File: src/rtl/utopia_pkg.sv
// Shared Utopia/ATM definitions: cell layout, HEC constants,
// receive FSM states and words-per-cell helper.
package utopia_pkg;

  localparam int CELL_BYTES = 53;
  localparam int CELL_BITS  = CELL_BYTES * 8;

  localparam logic [7:0] HEC_POLY  = 8'h07;
  localparam logic [7:0] HEC_COSET = 8'h55;

  typedef enum logic [2:0] {
    S_IDLE,
    S_SELECT,
    S_WAIT_SOC,
    S_RECV,
    S_HOLD
  } rx_state_e;

  typedef struct packed {
    logic [3:0]       GFC;
    logic [7:0]       VPI;
    logic [15:0]      VCI;
    logic [2:0]       PT;
    logic             CLP;
    logic [7:0]       HEC;
    logic [0:47][7:0] Payload;
  } UNI_t;

  typedef union packed {
    UNI_t                 uni;
    logic [CELL_BITS-1:0] raw;
  } ATMCellType;

  // 16-bit bus carries a 54-byte cell (UDF pad) in 27 words
  function automatic int words_per_cell(input int w);
    return (w == 16) ? (CELL_BYTES / 2 + 1) : CELL_BYTES;
  endfunction

endpackage

File: src/rtl/utopia_rx_mphy_if.sv
// Cell hand-off from the Utopia receive master to the core.
// master: ATMcell/cell_phy/valid/hec_err out, ready in.
interface utopia_rx_mphy_if #(
  parameter int PW = 2
);

  logic [utopia_pkg::CELL_BITS-1:0] ATMcell;
  logic [PW-1:0]                    cell_phy;
  logic                             valid;
  logic                             ready;
  logic                             hec_err;

  modport master (
    output ATMcell, cell_phy, valid, hec_err,
    input  ready
  );

  modport slave (
    input  ATMcell, cell_phy, valid, hec_err,
    output ready
  );

endinterface

File: src/rtl/utopia_hec.sv
// Combinational ATM header HEC: CRC-8 (x^8+x^2+x+1) of a
// 32-bit header, coset applied. i_hdr in, o_hec out.
module utopia_hec
  import utopia_pkg::*;
(
  input  logic [31:0] i_hdr,
  output logic [7:0]  o_hec
);

  logic [7:0] w_crc;

  always_comb begin
    w_crc = 8'h00;
    for (int i = 31; i >= 0; i--) begin
      if (w_crc[7] ^ i_hdr[i])
        w_crc = {w_crc[6:0], 1'b0} ^ HEC_POLY;
      else
        w_crc = {w_crc[6:0], 1'b0};
    end
  end

  assign o_hec = w_crc ^ HEC_COSET;

endmodule

File: src/rtl/utopia_rx_mphy.sv
// Multi-PHY Utopia L2 receive master: round-robin PHY polling,
// cell capture, HEC check, cell hand-off and statistics.
// Ports: clk_in/reset; clav/data/soc in, en/phy_sel out (PHY
// side); cell_if (core side); saturating *_cnt statistics.
module utopia_rx_mphy
  import utopia_pkg::*;
#(
  parameter int NumPhy        = 4,
  parameter int IfWidth       = 8,
  parameter int TimeoutCycles = 64,
  parameter int CntWidth      = 16,
  localparam int PW = (NumPhy > 1) ? $clog2(NumPhy) : 1
) (
  input  logic                clk_in,
  input  logic                reset,
  input  logic [NumPhy-1:0]   clav,
  input  logic [IfWidth-1:0]  data,
  input  logic                soc,
  output logic                en,
  output logic [PW-1:0]       phy_sel,
  utopia_rx_mphy_if.master    cell_if,
  output logic [CntWidth-1:0] cell_cnt,
  output logic [CntWidth-1:0] hec_cnt,
  output logic [CntWidth-1:0] short_cnt,
  output logic [CntWidth-1:0] tmo_cnt
);

  localparam int WPC = words_per_cell(IfWidth);
  localparam int WW  = $clog2(TimeoutCycles) + 1;
  localparam logic [WW-1:0] WAIT_LAST =
    WW'(TimeoutCycles - 1);
  localparam logic [5:0] LAST_WORD = 6'(WPC - 1);

  rx_state_e     r_state, w_state;
  logic          r_en, w_en;
  logic [PW-1:0] r_sel, w_sel;
  logic [PW-1:0] r_rr, w_rr;
  logic [PW-1:0] r_cell_phy, w_cell_phy;
  logic [WW-1:0] r_wait, w_wait;
  logic [5:0]    r_widx, w_widx;
  ATMCellType    r_buf;

  logic [CntWidth-1:0] r_cell_cnt, r_hec_cnt;
  logic [CntWidth-1:0] r_short_cnt, r_tmo_cnt;

  logic          w_shift, w_half;
  logic          w_inc_cell, w_inc_hec;
  logic          w_inc_short, w_inc_tmo;
  logic          w_any;
  logic [PW-1:0] w_pick;
  logic [7:0]    w_hec;
  logic          w_hec_bad;
  logic [7:0]    w_hi, w_lo;

  // first requesting PHY strictly after the pointer, wrapping
  always_comb begin
    int idx;
    w_any  = 1'b0;
    w_pick = r_rr;
    idx    = 0;
    for (int k = NumPhy; k >= 1; k--) begin
      idx = int'(r_rr) + k;
      if (idx >= NumPhy) idx = idx - NumPhy;
      if ((clav & (NumPhy'(1) << idx)) != '0) begin
        w_any  = 1'b1;
        w_pick = PW'(idx);
      end
    end
  end

  utopia_hec u_hec (
    .i_hdr (r_buf.raw[CELL_BITS-1 -: 32]),
    .o_hec (w_hec)
  );

  assign w_hec_bad = (w_hec != r_buf.uni.HEC);

  always_comb begin
    w_state     = r_state;
    w_en        = r_en;
    w_sel       = r_sel;
    w_rr        = r_rr;
    w_cell_phy  = r_cell_phy;
    w_wait      = r_wait;
    w_widx      = r_widx;
    w_shift     = 1'b0;
    w_inc_cell  = 1'b0;
    w_inc_hec   = 1'b0;
    w_inc_short = 1'b0;
    w_inc_tmo   = 1'b0;
    unique case (r_state)
      S_IDLE: begin
        if (w_any) begin
          w_sel   = w_pick;
          w_en    = 1'b0;
          w_state = S_SELECT;
        end
      end
      S_SELECT: begin
        w_wait  = '0;
        w_state = S_WAIT_SOC;
      end
      S_WAIT_SOC: begin
        if (soc) begin
          w_shift = 1'b1;
          w_widx  = 6'd1;
          w_state = S_RECV;
        end else if (r_wait == WAIT_LAST) begin
          w_en      = 1'b1;
          w_inc_tmo = 1'b1;
          w_rr      = r_sel;
          w_state   = S_IDLE;
        end else begin
          w_wait = r_wait + WW'(1);
        end
      end
      S_RECV: begin
        w_shift = 1'b1;
        if (soc) begin
          // resync: this word becomes word 0 of a new cell
          w_inc_short = 1'b1;
          w_widx      = 6'd1;
        end else if (r_widx == LAST_WORD) begin
          w_en       = 1'b1;
          w_cell_phy = r_sel;
          w_state    = S_HOLD;
        end else begin
          w_widx = r_widx + 6'd1;
        end
      end
      S_HOLD: begin
        if (cell_if.ready) begin
          w_inc_cell = 1'b1;
          w_inc_hec  = w_hec_bad;
          w_rr       = r_cell_phy;
          w_state    = S_IDLE;
        end
      end
      default: w_state = S_IDLE;
    endcase
  end

  always_ff @(posedge clk_in) begin
    if (reset) begin
      r_state    <= S_IDLE;
      r_en       <= 1'b1;
      r_sel      <= '0;
      r_rr       <= '0;
      r_cell_phy <= '0;
      r_wait     <= '0;
      r_widx     <= '0;
    end else begin
      r_state    <= w_state;
      r_en       <= w_en;
      r_sel      <= w_sel;
      r_rr       <= w_rr;
      r_cell_phy <= w_cell_phy;
      r_wait     <= w_wait;
      r_widx     <= w_widx;
    end
  end

  if (IfWidth == 16) begin : g_w16
    assign w_hi = data[15:8];
    assign w_lo = data[7:0];
  end else begin : g_w8
    assign w_hi = data[7:0];
    assign w_lo = 8'h00;
  end

  // word 2 of a 16-bit cell keeps only its high byte (UDF drop)
  assign w_half = (IfWidth != 16) ||
                  (r_state == S_RECV && !soc &&
                   r_widx == 6'd2);

  // exactly CELL_BITS are shifted in after the last word 0,
  // so a discarded partial cell is fully flushed out
  always_ff @(posedge clk_in) begin
    if (reset) begin
      r_buf <= '0;
    end else if (w_shift) begin
      if (w_half)
        r_buf.raw <= {r_buf.raw[CELL_BITS-9:0], w_hi};
      else
        r_buf.raw <= {r_buf.raw[CELL_BITS-17:0], w_hi, w_lo};
    end
  end

  function automatic logic [CntWidth-1:0] sat_inc(
    input logic [CntWidth-1:0] v,
    input logic                inc
  );
    if (inc && !(&v)) return v + CntWidth'(1);
    return v;
  endfunction

  always_ff @(posedge clk_in) begin
    if (reset) begin
      r_cell_cnt  <= '0;
      r_hec_cnt   <= '0;
      r_short_cnt <= '0;
      r_tmo_cnt   <= '0;
    end else begin
      r_cell_cnt  <= sat_inc(r_cell_cnt, w_inc_cell);
      r_hec_cnt   <= sat_inc(r_hec_cnt, w_inc_hec);
      r_short_cnt <= sat_inc(r_short_cnt, w_inc_short);
      r_tmo_cnt   <= sat_inc(r_tmo_cnt, w_inc_tmo);
    end
  end

  assign en               = r_en;
  assign phy_sel          = r_sel;
  assign cell_if.ATMcell  = r_buf.raw;
  assign cell_if.cell_phy = r_cell_phy;
  assign cell_if.valid    = (r_state == S_HOLD);
  assign cell_if.hec_err  = (r_state == S_HOLD) && w_hec_bad;

  assign cell_cnt  = r_cell_cnt;
  assign hec_cnt   = r_hec_cnt;
  assign short_cnt = r_short_cnt;
  assign tmo_cnt   = r_tmo_cnt;

endmodule

File: src/flat_wrapper.sv
// flat-port wrapper written by rule: the top's interface ports become plain ports
module utopia_rx_mphy_flat import utopia_pkg::*;
#(
  parameter int NumPhy        = 4,
  parameter int IfWidth       = 8,
  parameter int TimeoutCycles = 64,
  parameter int CntWidth      = 16,
  localparam int PW = (NumPhy > 1) ? $clog2(NumPhy) : 1
)
  (clk_in, reset, clav, data, soc, en, phy_sel, cell_cnt, hec_cnt, short_cnt, tmo_cnt, cell_if_ATMcell, cell_if_cell_phy, cell_if_valid, cell_if_hec_err, cell_if_ready);
  utopia_rx_mphy_if #(.PW(2)) cell_if_i ();
  input  logic clk_in;
  input  logic reset;
  input  logic [NumPhy-1:0] clav;
  input  logic [IfWidth-1:0] data;
  input  logic soc;
  output logic en;
  output logic [PW-1:0] phy_sel;
  output logic [CntWidth-1:0] cell_cnt;
  output logic [CntWidth-1:0] hec_cnt;
  output logic [CntWidth-1:0] short_cnt;
  output logic [CntWidth-1:0] tmo_cnt;
  output wire logic [$bits(cell_if_i.ATMcell)-1:0] cell_if_ATMcell;
  output wire logic [$bits(cell_if_i.cell_phy)-1:0] cell_if_cell_phy;
  output wire logic [$bits(cell_if_i.valid)-1:0] cell_if_valid;
  output wire logic [$bits(cell_if_i.hec_err)-1:0] cell_if_hec_err;
  input wire logic [$bits(cell_if_i.ready)-1:0] cell_if_ready;
  assign cell_if_ATMcell = cell_if_i.ATMcell;
  assign cell_if_cell_phy = cell_if_i.cell_phy;
  assign cell_if_valid = cell_if_i.valid;
  assign cell_if_hec_err = cell_if_i.hec_err;
  assign cell_if_i.ready = cell_if_ready;
  utopia_rx_mphy #(.NumPhy(NumPhy), .IfWidth(IfWidth), .TimeoutCycles(TimeoutCycles), .CntWidth(CntWidth)) u_core (.clk_in(clk_in), .reset(reset), .clav(clav), .data(data), .soc(soc), .en(en), .phy_sel(phy_sel), .cell_if(cell_if_i), .cell_cnt(cell_cnt), .hec_cnt(hec_cnt), .short_cnt(short_cnt), .tmo_cnt(tmo_cnt));
endmodule
File: config.mk
export PLATFORM = sky130hd
export DESIGN_NAME = utopia_rx_mphy_flat
export DESIGN_NICKNAME = d
export VERILOG_FILES = /design/src/rtl/utopia_pkg.sv /design/src/rtl/utopia_rx_mphy_if.sv /design/src/rtl/utopia_hec.sv /design/src/rtl/utopia_rx_mphy.sv /design/src/flat_wrapper.sv
export SDC_FILE = /design/constraint.sdc
export NUM_CORES = 1
export LEC_CHECK = 0
export ABC_AREA = 1
export BUFFER_PORTS_ARGS = -buffer_cell sky130_fd_sc_hd__buf_2
export CELL_PAD_IN_SITES_DETAIL_PLACEMENT = 0
export CELL_PAD_IN_SITES_GLOBAL_PLACEMENT = 2
export CORE_UTILIZATION = 29
export CTS_CLUSTER_SIZE = 25
export DETAILED_ROUTE_END_ITERATION = 8
export PLACE_DENSITY = 0.82
export SLEW_MARGIN = 25
export SYNTH_ARGS = -nofsm -noshare
export SYNTH_HDL_FRONTEND = slang
export SYNTH_SLANG_ARGS = --single-unit
File: constraint.sdc
create_clock -name clk_in -period 3.4 [get_ports clk_in]
set_clock_uncertainty 0.2 [all_clocks]
set_input_delay 0.17 -clock clk_in [delete_from_list [all_inputs] [get_ports clk_in]]
set_output_delay 0.17 -clock clk_in [all_outputs]
set_load 0.02 [all_outputs]
==> results of run 1 <==
## synth_stat cells (2+ instances only)
| master | count |
|---|---|
| inv_2 | 11 |
| xnor2_1 | 5 |
| and3_1 | 5 |
| nand3_1 | 93 |
| a21oi_1 | 86 |
| xor2_1 | 19 |
| nand4_1 | 12 |
| nor3b_1 | 6 |
| buf_1 | 6 |
| dfxtp_1 | 511 |
| o21a_1 | 4 |
| a31oi_1 | 6 |
| clkbuf_1 | 143 |
| a211oi_1 | 6 |
| nand2_1 | 299 |
| a221oi_1 | 2 |
| inv_1 | 145 |
| o21ai_0 | 464 |
| o22ai_1 | 4 |
| nand2_4 | 2 |
| nand3b_1 | 11 |
| nand3_2 | 6 |
| clkinv_1 | 2 |
| nor2_1 | 868 |
| nor4_1 | 13 |
| nor2_2 | 4 |
| nand2_2 | 16 |
| nor3_1 | 35 |
| ha_1 | 11 |
## how the worst min path moves through the flow
stage	from	slack, ns	cells past startpoint	to
final	clav[1]	0.12	8	u_core.phy_sel[0]
after global routing	data[5]	0.16	4	u_core.cell_if.ATMcell[5]
after CTS	clav[1]	0.06	8	u_core.phy_sel[0]
after detailed placement	data[7]	0.23	3	u_core.cell_if.ATMcell[7]
after global placement	data[5]	0.22	3	u_core.cell_if.ATMcell[5]
after floorplan	data[0]	0.14	2	u_core.cell_if.ATMcell[0]
## report_power, final
group / internal (mW) / leakage [nW] / switching (mW)
registers: 7.63 / 4.18 / 1.47
clock network: 3.72 / 0.927 / 2.56
logic: 5.47 / 6.68 / 10.8
## metrics by stage
| step | setup slack [ns] | cell area [sq um] |
|---|---|---|
| 2_1_floorplan | 0.4683 | 20310 |
| 4_1_cts | -0.1536 | 26330 |
| 3_3_place_gp | 0.04646 | 23790 |
| 5_1_grt | -0.3659 | 26700 |
| 3_5_place_dp | 0.005311 | 23790 |
| 6_report | -0.09055 | 26700 |
## final cells by class
class | count | area, sq um | area share
Clock buffer | 86 | 1688 | 0.06323
Tap cell | 931 | 1165 | 0.04364
Sequential cell | 511 | 10270 | 0.3847
Timing Repair Buffer | 568 | 3181 | 0.1191
Clock inverter | 12 | 207.7 | 0.007780
Inverter | 158 | 620.6 | 0.02325
Multi-Input combinational cell | 1988 | 9565 | 0.3583
## worst register-to-register path, cell delays in order (launching register included)
cell and delay [ns]:
dfxtp_4 0.37, inv_4 0.08, nand2_1 0.06, nand2_2 0.11, nand2_2 0.08, nand3_4 0.09
nand2_4 0.07, buf_4 0.14, xnor2_2 0.17, nand2_2 0.11, nand2_2 0.09, nand2_1 0.07
nand2_2 0.10, inv_1 0.05, nand3_2 0.09, nand2_1 0.08, nand2_1 0.06, nand2_1 0.05
nand3_1 0.06, nand2_1 0.06, nor2_2 0.12, nand3_4 0.12, buf_4 0.23, buf_4 0.18
nand3_1 0.07, a21oi_1 0.09
## repair_timing
action / 4_1_cts / 5_1_grt
buffers inserted: 7 / 9
hold buffers: 18 / 0
pin swaps: 43 / 46
gates cloned: 0 / 1
hold endpoints to repair: 117 / 0
endpoints found under the setup margin: 17 / 19
resized for setup: 124 / 77
## kinds of logic (layout without fill, tap and decap cells)
kind of cell	Yosys count	in the layout	share of synthesized area
and+or+nand+nor	1373	1374	0.2745
AOI/OAI and AO/OA	578	578	0.1458
DFF	511	511	0.5037
buffers and inverters	309	824	0.05754
xor gates and xnor gates	25	25	0.01171
adders and majority gates	11	11	0.006777
## state kept, by name, indices dropped and copies added, names as in the netlist
signal                   cells
u_core.r_wait                7
u_core.hec_cnt              16
u_core.cell_if.cell_phy      2
u_core.cell_cnt             16
u_core.tmo_cnt              16
u_core.r_state               3
u_core.en                    1
u_core.r_widx                6
u_core.phy_sel               2
u_core.short_cnt            16
u_core.r_rr                  2
u_core.cell_if.ATMcell     424
## metal layers
layer / routed length [um] / track usage / part of all wire
met5: 0 / 0 / 0
met4: 2070 / 0.06027 / 0.029
met3: 5163 / 0.05969 / 0.073
met2: 32820 / 0.3102 / 0.47
met1: 30350 / 0.2354 / 0.43
==> metrics, run 1 <==
outcome complete, but fails checks; failing checks setup timing; first-pass GRT wire length 107500 um; die width 266.6 um; total CTS buffers 58; layout cell share with drive strength beyond 1 0.2483; Critical Path AT 3.12 ns; Reg2Reg Setup Slack 0.22 ns; Mapped Avg Cell Area 7.235 sq um; IO buf count 510; critical path required time 3.03 ns; Worst path depth 24; Final TNS setup -0.09055 ns; reg2reg end u_core.hec_cnt[6]; drt first pass iters 5; crit path max fanout 7; Area growth syn-to-layout 31.44%; crit path to cell_if_hec_err; nets@finish 3312; Skew-Pair Late Insertion Delay 0.62 ns; Final Max Tran Viols 0; core area 68950 sq um; cell count after synthesis 2807; H-tree depth 2; P_leak 11.78 nW; Critical path buffers and inverters 5; DRT antenna net count 0; mean routed wirelength per cell 16.55 um; clock sinks 511; top_reg_cell synth dfxtp_1; unrepaired setup endpoints after global routing true; post-route minimum period 3.491 ns; Setup crit start u_core.cell_if.ATMcell[422]; dominant cells by area after synthesis dfxtp_1 (50%), nor2_1 (16%), o21ai_0 (11%); Design Power 31.67 mW; peak supply drop 0.0007342 V; CP endpoint kind primary output; commonest non-fill, non-tap cell in the layout nor2_1; worst min path class in2reg; Critical Path, Cell by Cell inv_4 -> nand2_1 -> nand2_2 -> nand2_2 -> nand3_4 -> nand2_4 -> buf_4 -> xnor2_2 -> nand2_2 -> nand2_2 -> nand2_1 -> nand2_2 -> inv_1 -> nand3_2 -> nand2_1 -> nand2_1 -> nand2_1 -> nand3_1 -> nand2_1 -> nor2_2 -> nand3_4 -> nand2_2 -> inv_2 -> buf_6; CP startpoint kind register; post-route non-filler standard cell count 4254; Period Utilization, post-route 1.027; Worst-path clk slew 0.06 ns; biggest area consumer among synthesized cells dfxtp_1; Critical Path Max Stage Delay 0.37 ns; Clock Path Buffers 3; TritonCTS clock tree yes; Top delay family on crit path simple AND/OR/NAND/NOR gates; First DRT Iteration DRCs 1318; Fill cells 7324; Yosys top cell area share 0.5037; I/O pin total 511; # DRC 0; DP Cell Count 4122; Post-Syn Area 20310 sq um; Slowest-stage cell, CP dfxtp_4; vias in the first global route 18531; most frequent cells in the layout nor2_1 (862), buf_2 (509), dfxtp_1 (494), o21ai_0 (464), nand2_1 (218); unique cell type count in the Yosys netlist 41; pwr dens 1186 nW/um^2; syn nets 2834; Post-synth ARST share 0; post-synthesis sequential element count 511; sequential area share after synthesis 0.5037; Initial Util 0.2946; dpl hpwl 49140 um; YS warnings 0; highest clock rate 286.5 MHz; initial antenna violation count 0; Setup Viol. Count Final 1; Ant. Diodes 0; Slew @ Worst Pin 0.8349 ns; Vias/cell 4.707; row cnt 96; relative slew slack 0.4434; worst r2r src u_core.cell_if.ATMcell[422]; Max Cap Viol 0; Die Span Y 266.6 um; Vias 20022; Hold Violations, Final 0; clk root buf clkbuf_16; global placement routability congestion 0.8317; Reg2Reg Depth 25; Total GRT Usage 0.1895; Final Core Density 0.3872; GRT overflow 0; worst-case hold slack 0.1155 ns; Die ar. 71090 sq um; Post-synth EDFFs 0; post-route setup slack -0.09055 ns; WS Path Type reg2out; WL final 70400 um; largest net degree at the start of global routing 208
No activity file was read; power rests on OpenSTA's default activity.
==> inputs of run 2 (changes only) <==
REMOVE_ABC_BUFFERS = 1   (was unset)
==> run 2 against run 1 <==
The flow still finishes with violations (setup timing). Final cell count increased by 0.40%. Largest cell class unchanged. Highest routed layer unchanged. Power up 1.2%. Sequential cell count did not move. Critical path type unchanged. Largest power group unchanged.
==> metrics, run 2 (synthesis results as in run 1) <==
nets@finish 3317; Vias 19815; Die Span Y 266.6 um; GRT overflow 0; Top delay family on crit path simple AND/OR/NAND/NOR gates; CP startpoint kind register; highest clock rate 287.0 MHz; Critical Path Max Stage Delay 0.36 ns; Vias/cell 4.639; largest net degree at the start of global routing 193; outcome complete, but fails checks; die width 266.6 um; commonest non-fill, non-tap cell in the layout nor2_1; Setup Viol. Count Final 1; relative slew slack 0.4367; dpl hpwl 45920 um; DP Cell Count 4121; drt first pass iters 5; total CTS buffers 58; Total GRT Usage 0.1765; clock sinks 511; Final Max Tran Viols 0; Largest register FFs 424; # DRC 0; post-route setup slack -0.08488 ns; layout cell share with drive strength beyond 1 0.2555; Critical path buffers and inverters 5; crit path max fanout 5; DRT antenna net count 0; worst min path class in2reg; clk root buf clkbuf_16; Critical Path AT 3.11 ns; Worst-path clk slew 0.06 ns; worst-case hold slack 0.1348 ns; TritonCTS clock tree yes; Reg2Reg Depth 16; Die ar. 71090 sq um; Clock Path Buffers 3; Area growth syn-to-layout 32.63%; Period Utilization, post-route 1.025; First DRT Iteration DRCs 1203; Initial Util 0.2946; core area 68950 sq um; initial antenna violation count 0; Fill cells 7247; depth of the worst hold-timing path 4; Slew @ Worst Pin 0.8450 ns; vias in the first global route 18352; critical path required time 3.03 ns; mean routed wirelength per cell 15.48 um; unrepaired setup endpoints after global routing true; P_leak 11.91 nW; CP endpoint kind primary output; Critical Path, Cell by Cell buf_4 -> xor2_2 -> nand3_1 -> nand2_1 -> nand2_1 -> nand2_2 -> buf_4 -> xor2_4 -> inv_2 -> nand2_2 -> nand2_4 -> nand3_2 -> nand2_2 -> nand2_1 -> nand2_1 -> nor2_2 -> nand3_4 -> nand2_2 -> inv_2 -> buf_6; peak supply drop 0.0008457 V; Max Cap Viol 0; most frequent cells in the layout nor2_1 (862), buf_2 (509), dfxtp_1 (495), o21ai_0 (464), nand2_1 (201); global placement routability congestion 0.8214; post-route non-filler standard cell count 4271; row cnt 96; WL final 66130 um; I/O pin total 511; H-tree depth 2; WS Path Type reg2out; post-route minimum period 3.485 ns; pwr dens 1190 nW/um^2; failing checks setup timing; Slowest-stage cell, CP dfxtp_4; Worst path depth 20; first-pass GRT wire length 101100 um; Hold Violations, Final 0; Skew-Pair Late Insertion Delay 0.62 ns; IO buf count 510
==> run 2: through the flow <==
stage / cell area (sq um) / setup TNS (ns) / power (mW) / setup WS [ns] / util
floorplan: 19730 / - / 14.60 / -26.96 / -
global placement: 23820 / 0 / 22.88 / 0.1348 / 0.3454
detailed placement: 23820 / 0 / 22.96 / 0.04917 / 0.3454
CTS: 26420 / -0.1619 / 30.49 / -0.1619 / 0.3831
global route: 26930 / -0.4248 / 34.49 / -0.3377 / 0.3907
finish: 26940 / -0.08488 / 32.06 / -0.08488 / 0.3907
==> run 2: where the power goes <==
| group | internal (mW) | switching, mW | total (mW) |
|---|---|---|---|
| combinational | 5.58 | 10.9 | 16.4 |
| clock | 4.00 | 2.62 | 6.63 |
| sequential | 7.63 | 1.37 | 9.00 |
| total | 17.2 | 14.8 | 32.1 |
==> run 2: area by class of cell <==
cell class / instances / area [sq um] / area share
flip-flops and latches: 511 / 10270 / 0.3814
multi-input cells: 1988 / 9544 / 0.3543
repair buffers: 573 / 3256 / 0.1209
clock buffers: 85 / 1693 / 0.06285
well taps: 931 / 1165 / 0.04324
inverters: 158 / 628.1 / 0.02332
clock inverters: 24 / 374.1 / 0.01389
diodes: 1 / 2.502 / 0.00009290
==> run 2: final timing paths <==
| path | from | to | slack [ns] |
|---|---|---|---|
| max | u_core.cell_if.ATMcell[418] | cell_if_hec_err | -0.08 |
| min | data[0] | u_core.cell_if.ATMcell[0] | 0.13 |
| max reg2reg | u_core.r_rr[0] | u_core.r_state[2] | 0.08 |
| min reg2reg | u_core.short_cnt[15] | u_core.short_cnt[15] | 0.28 |
==> run 2: timing repair <==
item / in CTS / in global routing
hold buffers: 24 / 0
resized for setup: 83 / 134
endpoints found under the setup margin: 1 / 22
cloned: 0 / 1
endpoints found under the hold margin: 126 / 0
buffers inserted: 8 / 9
pin swaps: 37 / 76
==> run 2: per-layer routing <==
layer,part of all wire,track usage,vias to the layer above,wire [um]
met5,0,0,-,0
met4,0.022,0.04753,0,1430
met3,0.089,0.06569,87,5908
met2,0.47,0.2953,477,31120
met1,0.42,0.2110,9224,27670
li1,-,-,10027,-
==> run 2: worst reg2reg max path: cells and delay by family (launching register included) <==
kind,cells,cell delay (ns)
AO/OA/AOI/OAI,1,0.19
adder cells (fa/ha/maj),1,0.18
buffers and inverters,5,1.42
flip-flops,1,0.34
AND/OR/NAND/NOR,9,0.93
